File: src/rtl/vga_sync.sv
// VGA timing generator: divides the system clock down to a pixel rate and
// produces pixel coordinates, sync pulses, and visible-area and frame markers.
module vga_sync #(
  parameter int DIV       = 4,
  parameter int H_DISPLAY = 640,
  parameter int H_FP      = 16,
  parameter int H_SYNC    = 96,
  parameter int H_BP      = 48,
  parameter int V_DISPLAY = 480,
  parameter int V_FP      = 10,
  parameter int V_SYNC    = 2,
  parameter int V_BP      = 33
) (
  input  logic       clk,
  input  logic       rst,
  output logic       hsync,
  output logic       vsync,
  output logic       video_on,
  output logic       p_tick,
  output logic [9:0] pixel_x,
  output logic [9:0] pixel_y,
  output logic       f_tick
);

  localparam int H_TOTAL = H_DISPLAY + H_FP + H_SYNC + H_BP;
  localparam int V_TOTAL = V_DISPLAY + V_FP + V_SYNC + V_BP;
  localparam int DW      = (DIV > 1) ? $clog2(DIV) : 1;

  localparam logic [DW-1:0] DIV_LAST = DW'(DIV - 1);
  localparam logic [9:0]    H_LAST   = 10'(H_TOTAL - 1);
  localparam logic [9:0]    V_LAST   = 10'(V_TOTAL - 1);
  localparam logic [9:0]    H_VIS    = 10'(H_DISPLAY);
  localparam logic [9:0]    V_VIS    = 10'(V_DISPLAY);
  localparam logic [9:0]    HS_FIRST = 10'(H_DISPLAY + H_FP);
  localparam logic [9:0]    HS_LAST  = 10'(H_DISPLAY + H_FP + H_SYNC - 1);
  localparam logic [9:0]    VS_FIRST = 10'(V_DISPLAY + V_FP);
  localparam logic [9:0]    VS_LAST  = 10'(V_DISPLAY + V_FP + V_SYNC - 1);

  logic [DW-1:0] div;
  logic [9:0]    h_next;
  logic [9:0]    v_next;
  logic          h_wrap;
  logic          v_wrap;

  function automatic logic in_range(input logic [9:0] val,
                                    input logic [9:0] lo,
                                    input logic [9:0] hi);
    return (val >= lo) && (val <= hi);
  endfunction

  // Pixel-rate divider: the tick is suppressed while reset is held so that
  // DIV=1 still reports no tick during reset.
  always_ff @(posedge clk) begin
    if (rst) begin
      div <= '0;
    end else if (div == DIV_LAST) begin
      div <= '0;
    end else begin
      div <= div + DW'(1);
    end
  end

  assign p_tick = !rst && (div == DIV_LAST);
  assign h_wrap = (pixel_x == H_LAST);
  assign v_wrap = (pixel_y == V_LAST);
  assign f_tick = p_tick && h_wrap && v_wrap;

  always_comb begin
    h_next = pixel_x;
    v_next = pixel_y;
    if (p_tick) begin
      if (h_wrap) begin
        h_next = '0;
        v_next = v_wrap ? '0 : pixel_y + 10'd1;
      end else begin
        h_next = pixel_x + 10'd1;
      end
    end
  end

  // Decoding from the next-state counters keeps sync/blank aligned with the
  // coordinate outputs on the same edge.
  always_ff @(posedge clk) begin
    if (rst) begin
      pixel_x  <= '0;
      pixel_y  <= '0;
      hsync    <= 1'b1;
      vsync    <= 1'b1;
      video_on <= 1'b0;
    end else begin
      pixel_x  <= h_next;
      pixel_y  <= v_next;
      hsync    <= !in_range(h_next, HS_FIRST, HS_LAST);
      vsync    <= !in_range(v_next, VS_FIRST, VS_LAST);
      video_on <= (h_next < H_VIS) && (v_next < V_VIS);
    end
  end

endmodule

File: config.mk
export PLATFORM = sky130hd
export DESIGN_NAME = vga_sync
export DESIGN_NICKNAME = d
export VERILOG_FILES = /design/src/rtl/vga_sync.sv
export SDC_FILE = /design/constraint.sdc
export NUM_CORES = 1
export LEC_CHECK = 0
export ABC_CLOCK_PERIOD_IN_PS = 3940
export BUFFER_PORTS_ARGS = -buffer_cell sky130_fd_sc_hd__buf_2
export CORE_ASPECT_RATIO = 1.1
export CORE_UTILIZATION = 50
export CTS_CLUSTER_SIZE = 25
export DETAILED_ROUTE_END_ITERATION = 12
export HOLD_SLACK_MARGIN = 0.02
export PLACE_DENSITY = 0.78
export SLEW_MARGIN = 20
export SYNTH_ARGS = -nofsm -noshare
export SYNTH_HDL_FRONTEND = slang
export SYNTH_SLANG_ARGS = --single-unit
export TNS_END_PERCENT = 100
File: constraint.sdc
create_clock -name clk -period 3.94 [get_ports clk]
set_clock_uncertainty 0.2 [all_clocks]
set_input_delay 0.197 -clock clk [delete_from_list [all_inputs] [get_ports clk]]
set_output_delay 0.197 -clock clk [all_outputs]
set_load 0.005 [all_outputs]
==> impl_metrics.toml, run 1 <==
[run_status]
outcome = "finished, final reports clean"

[detailed_routing]
detailedRoute.firstIterationViolations = 30
number_of_design_rule_violations_left_after_detail_routing = 0
drtAntennaViolNets = 0
viasPerCell = 5.785
drt_wl_total_mm = 3.028
number_of_optimization_iterations_in_the_first_detailed_route_pass = 4
wl_per_cell_microns = 13.83
detailroute.via_count = 1267

[synthesis]
synth_area_sq_um = 1393
syn_inst = 170
ys.flop_type = "dfxtp_1"
synth-warning-count = 0
postSynthAreaPerCell_sq_um = 8.192
synthXorXnorAreaFrac_pct = 6.289
synthMuxAreaShare_pct = 0.7188
adder_cell_share_of_the_synthesized_area_pct = 3.594
synth_cell_type_count = 42
synth_fp_nets = 176
share_of_synthesized_registers_carrying_an_async_set_or_reset_pct = 0
yosys.area_share.simple_pct = 33.06
synth_compound_area_share_pct = 13.93
synth_edf_count = 0
yosys_register_bits = 25
synth_top_family_by_area = "simple AND/OR/NAND/NOR gates"
ys_seq_area_share_pct = 35.94

[grt]
grt_first_pass_wirelength_mm = 5.043
vias_in_the_first_global_route = 1159
grt_start_max_net_pins = 27
global_route_usage_over_all_layers_pct = 22.03
grt-ovfl-total = 0
number_of_antenna_violations_at_the_first_check_in_global_routing = 0

[cts]
clkSinkCount = 25
hold_buffers = 0
cts_setup_buffers = 0
clk-insertion-delay-late_ns = 0.31
tritoncts_clock_tree = "yes"
post_cts_resized = 0
clk_root_buffer_cell = "clkbuf_4"
clock_tree.htree_level_count = 1
clk_pin_slew_worst_paths_ns = 0.14
cts_inserted_buffers = 3
clockBufferDepth = 2

[critical_path]
crit_path_top_delay_cell = "and3_1"
worst_ep_required_time_ns = 3.54
crit_type = "register to primary output"
endpoint_kind = "primary output"
path_buf_inv = 1
ff2ff_path_depth = 7
worst_ep_arrival_time_ns = 2.13
path_max_fanout = 9
critPathTopFamily = "simple AND/OR/NAND/NOR gates"
timing.critical_path.cells = "ha_1, and4b_1, and3_1, and2_1, buf_2"
critical-path-max-stage-delay_ns = 0.44
worst_setup_path_start_kind = "register"
worst-path-stages = 5

[placement]
dpl-instance-area_sq_um = 1490
routabilityCongestion = 0.8971
dp_hpwl_mm = 2.223
port-buffer-count = 26

[cells_and_area]
antenna-diode-count = 0
synth_to_layout_area_growth_pct = 8.895
nNetsFinal = 195
fillerInstances = 243
postLayoutCoreUtil_pct = 59.06
post_route_cells_drive_above_1_share_pct = 19.15
design_area_sq_um = 1516

[sta]
tightest_slew_ns = 0.4900
grt_setup_unrepaired = "false"
final_min_period_over_clock_period_pct = 64.13
clock.fmax_ghz = 0.3958
setup_viol = 0
slew_headroom_pct = 67.33
drv_slew = 0
final_setup_tns_ns = 0
finalHoldViolations = 0
finalWorstPathRequiredPeriod_ns = 2.527

[power]
power.density_nw_per_um2 = 258.4
ir_drop_uv = 171.4
leakage_nw = 0.6196
total_power_mw = 0.3918

[die]
fp.coreArea_sq_um = 2567
initial_standard_cell_utilization_of_the_core_pct = 54.24
top_level_ports = 27
dieArea_sq_um = 3001
width_of_the_die_microns = 52.32
number_of_rows_in_the_core_area = 19
die_h_microns = 57.35

[hold_path]
hold-path-cell-count = 2
min_path_type = "input pin to register"

[flow_run]
max-cap-violations = 0
==> cell families after synthesis <==
| family | Yosys count |
|---|---|
| and+or+nand+nor | 84 |
| AOI/OAI and AO/OA | 29 |
| buffers and inverters | 17 |
| adders and majority gates | 4 |
| xor gates and xnor gates | 10 |
| DFF | 25 |
| muxes | 1 |
==> cell usage in the layout, fill, tap and decap left out, types with 3 or more instances in the layout <==
cell type	n
nor2_1	23
a21oi_1	10
buf_2	26
a22oi_1	3
ha_1	4
clkbuf_4	3
nand4_1	6
nand2_1	9
xnor2_1	3
inv_1	5
and3_1	3
nand3_1	12
nand2b_1	4
o21ai_0	7
dfxtp_1	25
xor2_1	7
nor2b_1	3
nor3_1	8
==> path summary, 6_finish.rpt <==
| path | startpoint | endpoint | slack, ns |
|---|---|---|---|
| min reg2reg | div[0]$_SDFF_PP0_ | div[0]$_SDFF_PP0_ | 0.24 |
| min | rst | pixel_y[8]$_SDFF_PP0_ | 0.12 |
| max reg2reg | div[0]$_SDFF_PP0_ | vsync$_SDFF_PP1_ | 1.51 |
| max | div[0]$_SDFF_PP0_ | f_tick | 1.41 |
==> worst register-to-register path, delay by kind of cell, from the launching register on <==
family / cells / cell delay (ns)
AND/OR/NAND/NOR: 5 / 1.22
flip-flops: 1 / 0.36
adder cells (fa/ha/maj): 1 / 0.31
AO/OA/AOI/OAI: 1 / 0.24
==> cell usage after synthesis (2+ instances only) <==
| library cell | instances | share of area, % |
|---|---|---|
| dfxtp_1 | 25 | 36 |
| nor2_1 | 23 | 6.2 |
| nand3_1 | 12 | 4.3 |
| a21oi_1 | 10 | 3.6 |
| nand2_1 | 9 | 2.4 |
| nor3_1 | 8 | 2.9 |
| o21ai_0 | 7 | 2.5 |
| xor2_1 | 7 | 4.4 |
| nand4_1 | 6 | 2.7 |
| clkbuf_1 | 5 | 1.3 |
| inv_1 | 5 | 1.3 |
| ha_1 | 4 | 3.6 |
| nand2b_1 | 4 | 1.8 |
| a22oi_1 | 3 | 1.6 |
| and3_1 | 3 | 1.3 |
| nor2b_1 | 3 | 1.3 |
| xnor2_1 | 3 | 1.9 |
| a32oi_1 | 2 | 1.3 |
| and2_1 | 2 | 0.90 |
| and4_1 | 2 | 1.3 |
| and4b_1 | 2 | 1.4 |
| buf_2 | 2 | 0.72 |
| buf_4 | 2 | 1.1 |
| buf_6 | 2 | 1.6 |
| o2111ai_1 | 2 | 1.3 |
==> report_power, final <==
part,internal [mW],leakage [nW],switching [mW]
Sequential,0.257,0.202,0.00237
Clock,0.0395,0.0150,0.0770
Combinational,0.00713,0.402,0.00889
Total,0.304,0.620,0.0883
==> state kept, by name, indices dropped and copies added, names as in the netlist <==
name and flops:
vsync 1, hsync 1, pixel_x 10, video_on 1, pixel_y 10, div 2
==> area by class of cell <==
class | count | area [sq um] | area share (%)
Tap cell | 31 | 38.79 | 2.558
Multi-Input combinational cell | 128 | 802.0 | 52.89
Inverter | 5 | 18.77 | 1.238
Timing Repair Buffer | 26 | 130.1 | 8.581
Sequential cell | 25 | 500.5 | 33.00
Clock buffer | 4 | 26.28 | 1.733
==> routing by layer <==
layer / up-vias / share of wire [%] / global-route usage, %
li1: 641 / - / -
met1: 594 / 45 / 27.48
met2: 30 / 52 / 38.16
met3: 2 / 2.7 / 2.667
met4: 0 / 0.56 / 7.895
met5: - / 0 / 0
==> per-stage QoR <==
stage / hold slack, ns / std cells / setup slack [ns]
after global placement: 0.2062 / 215 / 1.651
after CTS: 0.1121 / 219 / 1.395
after detailed placement: 0.2156 / 215 / 1.528
after global routing: 0.1261 / 219 / 1.236
final: 0.1171 / 219 / 1.413
after floorplan: 0.1974 / 170 / 1.775
No activity file was read; power rests on OpenSTA's default activity.
==> inputs of run 2 (changes only) <==
- ABC_AREA: unset -> 1
- ABC_CLOCK_PERIOD_IN_PS: 3940 -> 2500
- clock period: 3.94 -> 2.5 ns (I/O delays scaled with it)
==> run 2 against run 1 <==
Cell count rose by 32%. Final area is 9.2% higher. First-iteration DRC count is 93% higher. Via count grew 18%. Critical path depth grew 5. Total power up 56%. Core utilization grew 0.53 points. Flip-flop and latch count unchanged. Combinational power increased by 56%. Synthesized cell count rose by 36%. Critical path type is now input pin to primary output.
==> impl_metrics.toml, run 2 <==
[cts]
clkSinkCount = 25
clk_root_buffer_cell = "clkbuf_4"
clockBufferDepth = 2
cts_inserted_buffers = 3
tritoncts_clock_tree = "yes"
clk_pin_slew_worst_paths_ns = 0.13
post_cts_resized = 0
cts_setup_buffers = 0
clock_tree.htree_level_count = 1
clk-insertion-delay-late_ns = 0.31

[critical_path]
path_max_fanout = 21
ff2ff_path_depth = 12
crit_type = "input pin to primary output"
worst_ep_required_time_ns = 2.17
endpoint_kind = "primary output"
worst_setup_path_start_kind = "input pin"
worst_ep_arrival_time_ns = 1.96

[cells_and_area]
post_route_cells_drive_above_1_share_pct = 17.12
area.sequential_sq_um = 500.5
nNetsFinal = 264
design_area_sq_um = 1655
reg_top3 = "pixel_x: 10 flops, pixel_y: 10 flops, div: 2 flops"
layout_commonest_cell = "nand2_1"
layout_common_cells = "61 x nand2_1, 44 x nor2_1, 26 x buf_2, 25 x dfxtp_1, 24 x inv_1"
fillerInstances = 275
antenna-diode-count = 0
synth_to_layout_area_growth_pct = 11.93
multi_input_gate_area_sq_um = 838.3

[hold_path]
min_path_type = "register to register"
hold-path-cell-count = 1

[sta]
final_min_period_over_clock_period_pct = 91.23
finalWorstPathRequiredPeriod_ns = 2.281
setup_viol = 0
drv_slew = 0
tightest_slew_ns = 0.3936
clock.fmax_ghz = 0.4384
finalHoldViolations = 0
final_setup_tns_ns = 0
grt_setup_unrepaired = "false"
slew_headroom_pct = 73.76

[die]
die_h_microns = 59.04
fp.coreArea_sq_um = 2778
width_of_the_die_microns = 53.86
top_level_ports = 27
initial_standard_cell_utilization_of_the_core_pct = 53.24
dieArea_sq_um = 3180
number_of_rows_in_the_core_area = 20

[grt]
global_route_usage_over_all_layers_pct = 23.70
grt_start_max_net_pins = 22
vias_in_the_first_global_route = 1382
grt_first_pass_wirelength_mm = 5.637
grt-ovfl-total = 0
number_of_antenna_violations_at_the_first_check_in_global_routing = 0

[synthesis]
postSynthAreaPerCell_sq_um = 6.402
synth_area_sq_um = 1479
synthTopCellsByArea = "dfxtp_1 34%, nand2_1 15%, nor2_1 11%"
yosys_register_bits = 25
fraction_of_synthesized_cell_area_taken_by_the_top_area_cell_type_pct = 33.84
synth-warning-count = 0
synth_fp_nets = 237
ys.flop_type = "dfxtp_1"
ys_seq_area_share_pct = 33.84
share_of_synthesized_registers_carrying_an_async_set_or_reset_pct = 0
syn_inst = 231
synth_cell_type_count = 30
synth_edf_count = 0
yosysTopAreaCell = "dfxtp_1"
synth.most_common_cell = "nand2_1"
post_synth_most_frequent_cells = "61 x nand2_1, 44 x nor2_1, 25 x dfxtp_1"

[detailed_routing]
viasPerCell = 5.155
drt_wl_total_mm = 3.264
wl_per_cell_microns = 11.26
number_of_design_rule_violations_left_after_detail_routing = 0
drtAntennaViolNets = 0
number_of_optimization_iterations_in_the_first_detailed_route_pass = 4
detailedRoute.firstIterationViolations = 58
detailroute.via_count = 1495

[flow_run]
max-cap-violations = 0

[placement]
routabilityCongestion = 0.9282
dpl-instance-area_sq_um = 1619
port-buffer-count = 26
dp_hpwl_mm = 2.541

[run_status]
outcome = "finished, final reports clean"

[power]
leakage_nw = 0.7380
total_power_mw = 0.6104
ir_drop_uv = 272.8
power.density_nw_per_um2 = 368.8
run 2: worst max-delay path, stage by stage:
cell,delay [ns]
dlygate4sd3_1,0.53
buf_2,0.25
inv_2,0.16
nand2_4,0.10
nor2_4,0.14
nand3_4,0.18
inv_2,0.13
nand2_1,0.13
inv_2,0.10
buf_2,0.11
run 2: logic make-up (layout without fill, tap and decap cells):
group,after synthesis,count (layout),share of synthesized area [%]
simple gates,154,154,47.21
flops,25,25,33.84
buf+inv,34,60,9.476
xor+xnor,2,2,1.185
compound gates,12,12,4.906
fa+ha+maj,4,4,3.384
run 2: path summary, 6_finish.rpt:
| check | startpoint | end | slack, ns |
|---|---|---|---|
| setup reg to reg | pixel_x[0]$_SDFF_PP0_ | vsync$_SDFF_PP1_ | 0.41 |
| setup / recovery | rst | f_tick | 0.22 |
| hold / removal | div[0]$_SDFF_PP0_ | div[0]$_SDFF_PP0_ | 0.23 |
| hold reg to reg | div[0]$_SDFF_PP0_ | div[0]$_SDFF_PP0_ | 0.23 |
run 2: routing by layer:
| metal | global-route usage, % | up-vias | part of all wire, % |
|---|---|---|---|
| li1 | - | 783 | - |
| met2 | 37.74 | 40 | 46 |
| met4 | 9.023 | 0 | 1.1 |
| met1 | 31.90 | 668 | 48 |
| met5 | 0 | - | 0 |
| met3 | 3.333 | 4 | 4.6 |
run 2: repair_timing:
item                                    in CTS  in global routing
hold buffers                                 1                  0
endpoints found under the setup margin       0                  0
endpoints found under the hold margin       12                  0
run 2: cell type report:
cell class / count / share of cell area (%)
multi-input cells: 172 / 50.64
inverters: 29 / 6.576
flip-flops and latches: 25 / 30.23
clock buffers: 4 / 1.587
well taps: 33 / 2.494
repair buffers: 27 / 8.466
run 2: stage by stage:
step | setup WS, ns | hold WS, ns | util (%) | cells
floorplan | 0.6852 | 0.06176 | - | 231
global route | 0.06658 | 0.2465 | 59.59 | 290
global placement | 0.4770 | 0.2086 | 58.29 | 285
finish | 0.2191 | 0.2315 | 59.59 | 290
detailed placement | 0.4532 | 0.2176 | 58.29 | 285
CTS | 0.2302 | 0.2365 | 59.59 | 290
run 2: power by group:
| group | internal [mW] | switching, mW | leakage [nW] |
|---|---|---|---|
| Sequential | 0.404 | 0.00262 | 0.202 |
| Clock | 0.0623 | 0.116 | 0.0150 |
| Combinational | 0.00919 | 0.0157 | 0.521 |
| Total | 0.476 | 0.135 | 0.738 |
==> inputs of run 3 (changes only) <==
- CORE_UTILIZATION: 50 -> 55
- PLACE_DENSITY: 0.78 -> 0.84
==> run 3 against run 2 <==
Critical path depth did not move. Final area fell by 0.15%. Die area fell by 8.8%. Cell count fell by 0.69%. Register-to-register slack got worse by 0.02 ns. Combinational power barely moved. Total power barely moved. Highest routed layer unchanged. Count of clock-buffer cells in the layout did not move. Non-clock buffer count did not move. Largest power group unchanged.
==> impl_metrics.toml, run 3 (same netlist as run 2, synthesis figures left out) <==
[power]
power.density_nw_per_um2 = 369.4
leakage_nw = 0.7380
share_comb_of_total_power_pct = 4.0
net-switching-power_mw = 0.1349
clock_power_share_pct = 29.3
power.share.switching_pct = 22.10
ir_drop_uv = 320.2
cell_internal_pwr_mw = 0.4756
power.share.sequential_pct = 66.6

[critical_path]
timing.critical_path.mode_cell = "inv_2"
regToRegStartpoint = "pixel_x[0]$_SDFF_PP0_"
worst_ep_required_time_ns = 2.17
regToRegEndpoint = "vsync$_SDFF_PP1_"
timing.critical_path.cells = "dlygate4sd3_1, buf_2, inv_2, nand2_4, nor2_4, nand3_4, inv_2, nand2_1, inv_2, buf_2"
worst_ep_arrival_time_ns = 1.96
crit_path_top_delay_cell = "dlygate4sd3_1"
worst_setup_path_start_kind = "input pin"
path_max_fanout = 21
ff2ff_path_depth = 12
critical-path-max-stage-delay_ns = 0.53
crit_type = "input pin to primary output"
ff_to_ff_setup_slack_ns = 0.39
endpoint_kind = "primary output"

[cells_and_area]
reg_top3 = "pixel_x: 10 flops, pixel_y: 10 flops, div: 2 flops"
layout_commonest_cell = "nand2_1"
synth_to_layout_area_growth_pct = 11.76
layout_common_cells = "61 x nand2_1, 44 x nor2_1, 26 x buf_2, 25 x dfxtp_1, 24 x inv_1"
antenna-diode-count = 0
nNetsFinal = 264
post_route_cells_drive_above_1_share_pct = 17.12
finish.cell_count_without_fillers = 288

[cts]
cts_inserted_buffers = 3
clk_root_buffer_cell = "clkbuf_4"
clock_tree.htree_level_count = 1
tritoncts_clock_tree = "yes"
clockBufferDepth = 2
clk_pin_slew_worst_paths_ns = 0.13
clk-insertion-delay-late_ns = 0.31
clkSinkCount = 25
post_cts_resized = 0

[hold_path]
hold_path_end = "div[0]$_SDFF_PP0_"
min_path_type = "register to register"
hold-path-cell-count = 1
worst_hold_startpoint = "div[0]$_SDFF_PP0_"

[grt]
met2_capacity_usage_during_global_routing_pct = 38.59
number_of_antenna_violations_at_the_first_check_in_global_routing = 0
global_route_usage_over_all_layers_pct = 25.65
grt_first_pass_wirelength_mm = 5.740
use_met3_pct = 4.065
grt-ovfl-total = 0
top_usage_layer = "met2"
grt_start_max_net_pins = 22
grt_use_met1_pct = 36.29
vias_in_the_first_global_route = 1316

[detailed_routing]
viasPerCell = 5.014
wl_per_cell_microns = 11.27
number_of_design_rule_violations_left_after_detail_routing = 0
drtAntennaViolNets = 0
detailroute.via_count = 1444
drt_wl_total_mm = 3.246
detailedRoute.firstIterationViolations = 45
number_of_optimization_iterations_in_the_first_detailed_route_pass = 4

[die]
initial_standard_cell_utilization_of_the_core_pct = 58.69
dieArea_sq_um = 2900
number_of_rows_in_the_core_area = 19
die_h_microns = 56.39
fp.coreArea_sq_um = 2520
width_of_the_die_microns = 51.44
top_level_ports = 27

[placement]
dp_cells = 283
port-buffer-count = 26
routabilityCongestion = 0.8478
dp_hpwl_mm = 2.518

[sta]
drv_slew = 0
slew_headroom_pct = 74.82
clock.fmax_ghz = 0.4384
tightest_slew_ns = 0.3776
finalHoldViolations = 0
finalWorstPathRequiredPeriod_ns = 2.281
grt_setup_unrepaired = "false"
final_min_period_over_clock_period_pct = 91.24
setup_viol = 0
final_setup_tns_ns = 0

[flow_run]
max-cap-violations = 0

[run_status]
outcome = "finished, final reports clean"
-- run 3: cell counts in the layout (fill, tap and decap cells not counted) --
Identical to the previous run, type by type.
-- run 3: area by class of cell --
type                            count  area, sq um
Tap cell                           31        38.79
Multi-Input combinational cell    172        838.3
Clock buffer                        4        26.28
Inverter                           29        108.9
Fill cell                         257        867.1
Timing Repair Buffer               27        140.1
Sequential cell                    25        500.5
-- run 3: power by group through the flow --
stage | Combinational [mW] | Sequential, mW | Clock [mW]
after floorplan | 0.0172 | 0.415 | 0
after global placement | 0.0232 | 0.416 | 0
after detailed placement | 0.0235 | 0.416 | 0
after CTS | 0.0247 | 0.407 | 0.184
after global routing | 0.0275 | 0.408 | 0.210
final | 0.0246 | 0.407 | 0.179
-- run 3: critical path, delay by kind of cell --
family	cells	cell delay, ns
buffers and inverters	6	1.27
AND/OR/NAND/NOR	4	0.55
-- run 3: metrics by stage --
step / power [mW] / hold slack [ns] / worst slack (ns) / cell area, sq um / utilization [%]
after detailed placement: 0.4393 / 0.2365 / 0.4224 / 1617 / 64.15
final: 0.6106 / 0.2441 / 0.2189 / 1653 / 65.59
after CTS: 0.6162 / 0.2573 / 0.2283 / 1653 / 65.59
after global routing: 0.6457 / 0.2809 / 0.07676 / 1653 / 65.59
after floorplan: 0.4326 / 0.06176 / 0.6852 / 1479 / -
after global placement: 0.4388 / 0.2120 / 0.4713 / 1617 / 64.15
-- run 3: how the worst max path moves through the flow --
stage	depth (start not counted)	from	slack, ns	end
floorplan	11	pixel_x[0]$_SDFF_PP0_	0.69	video_on$_SDFF_PP0_
global placement	12	pixel_x[0]$_SDFF_PP0_	0.47	vsync$_SDFF_PP1_
detailed placement	12	pixel_x[0]$_SDFF_PP0_	0.42	vsync$_SDFF_PP1_
CTS	10	rst	0.23	f_tick
global route	10	rst	0.08	f_tick
finish	10	rst	0.22	f_tick
-- run 3: repair_timing --
item,in CTS,in global routing
setup buffers,0,0
hold endpoints to repair,9,0
hold buffers,1,0
-- run 3: per-layer routing --
metal  share of wire [%]  vias to the layer above
li1                    -                      782
met5                   0                        -
met4                 1.8                        0
met1                  52                      635
met2                  44                       21
met3                 2.1                        6
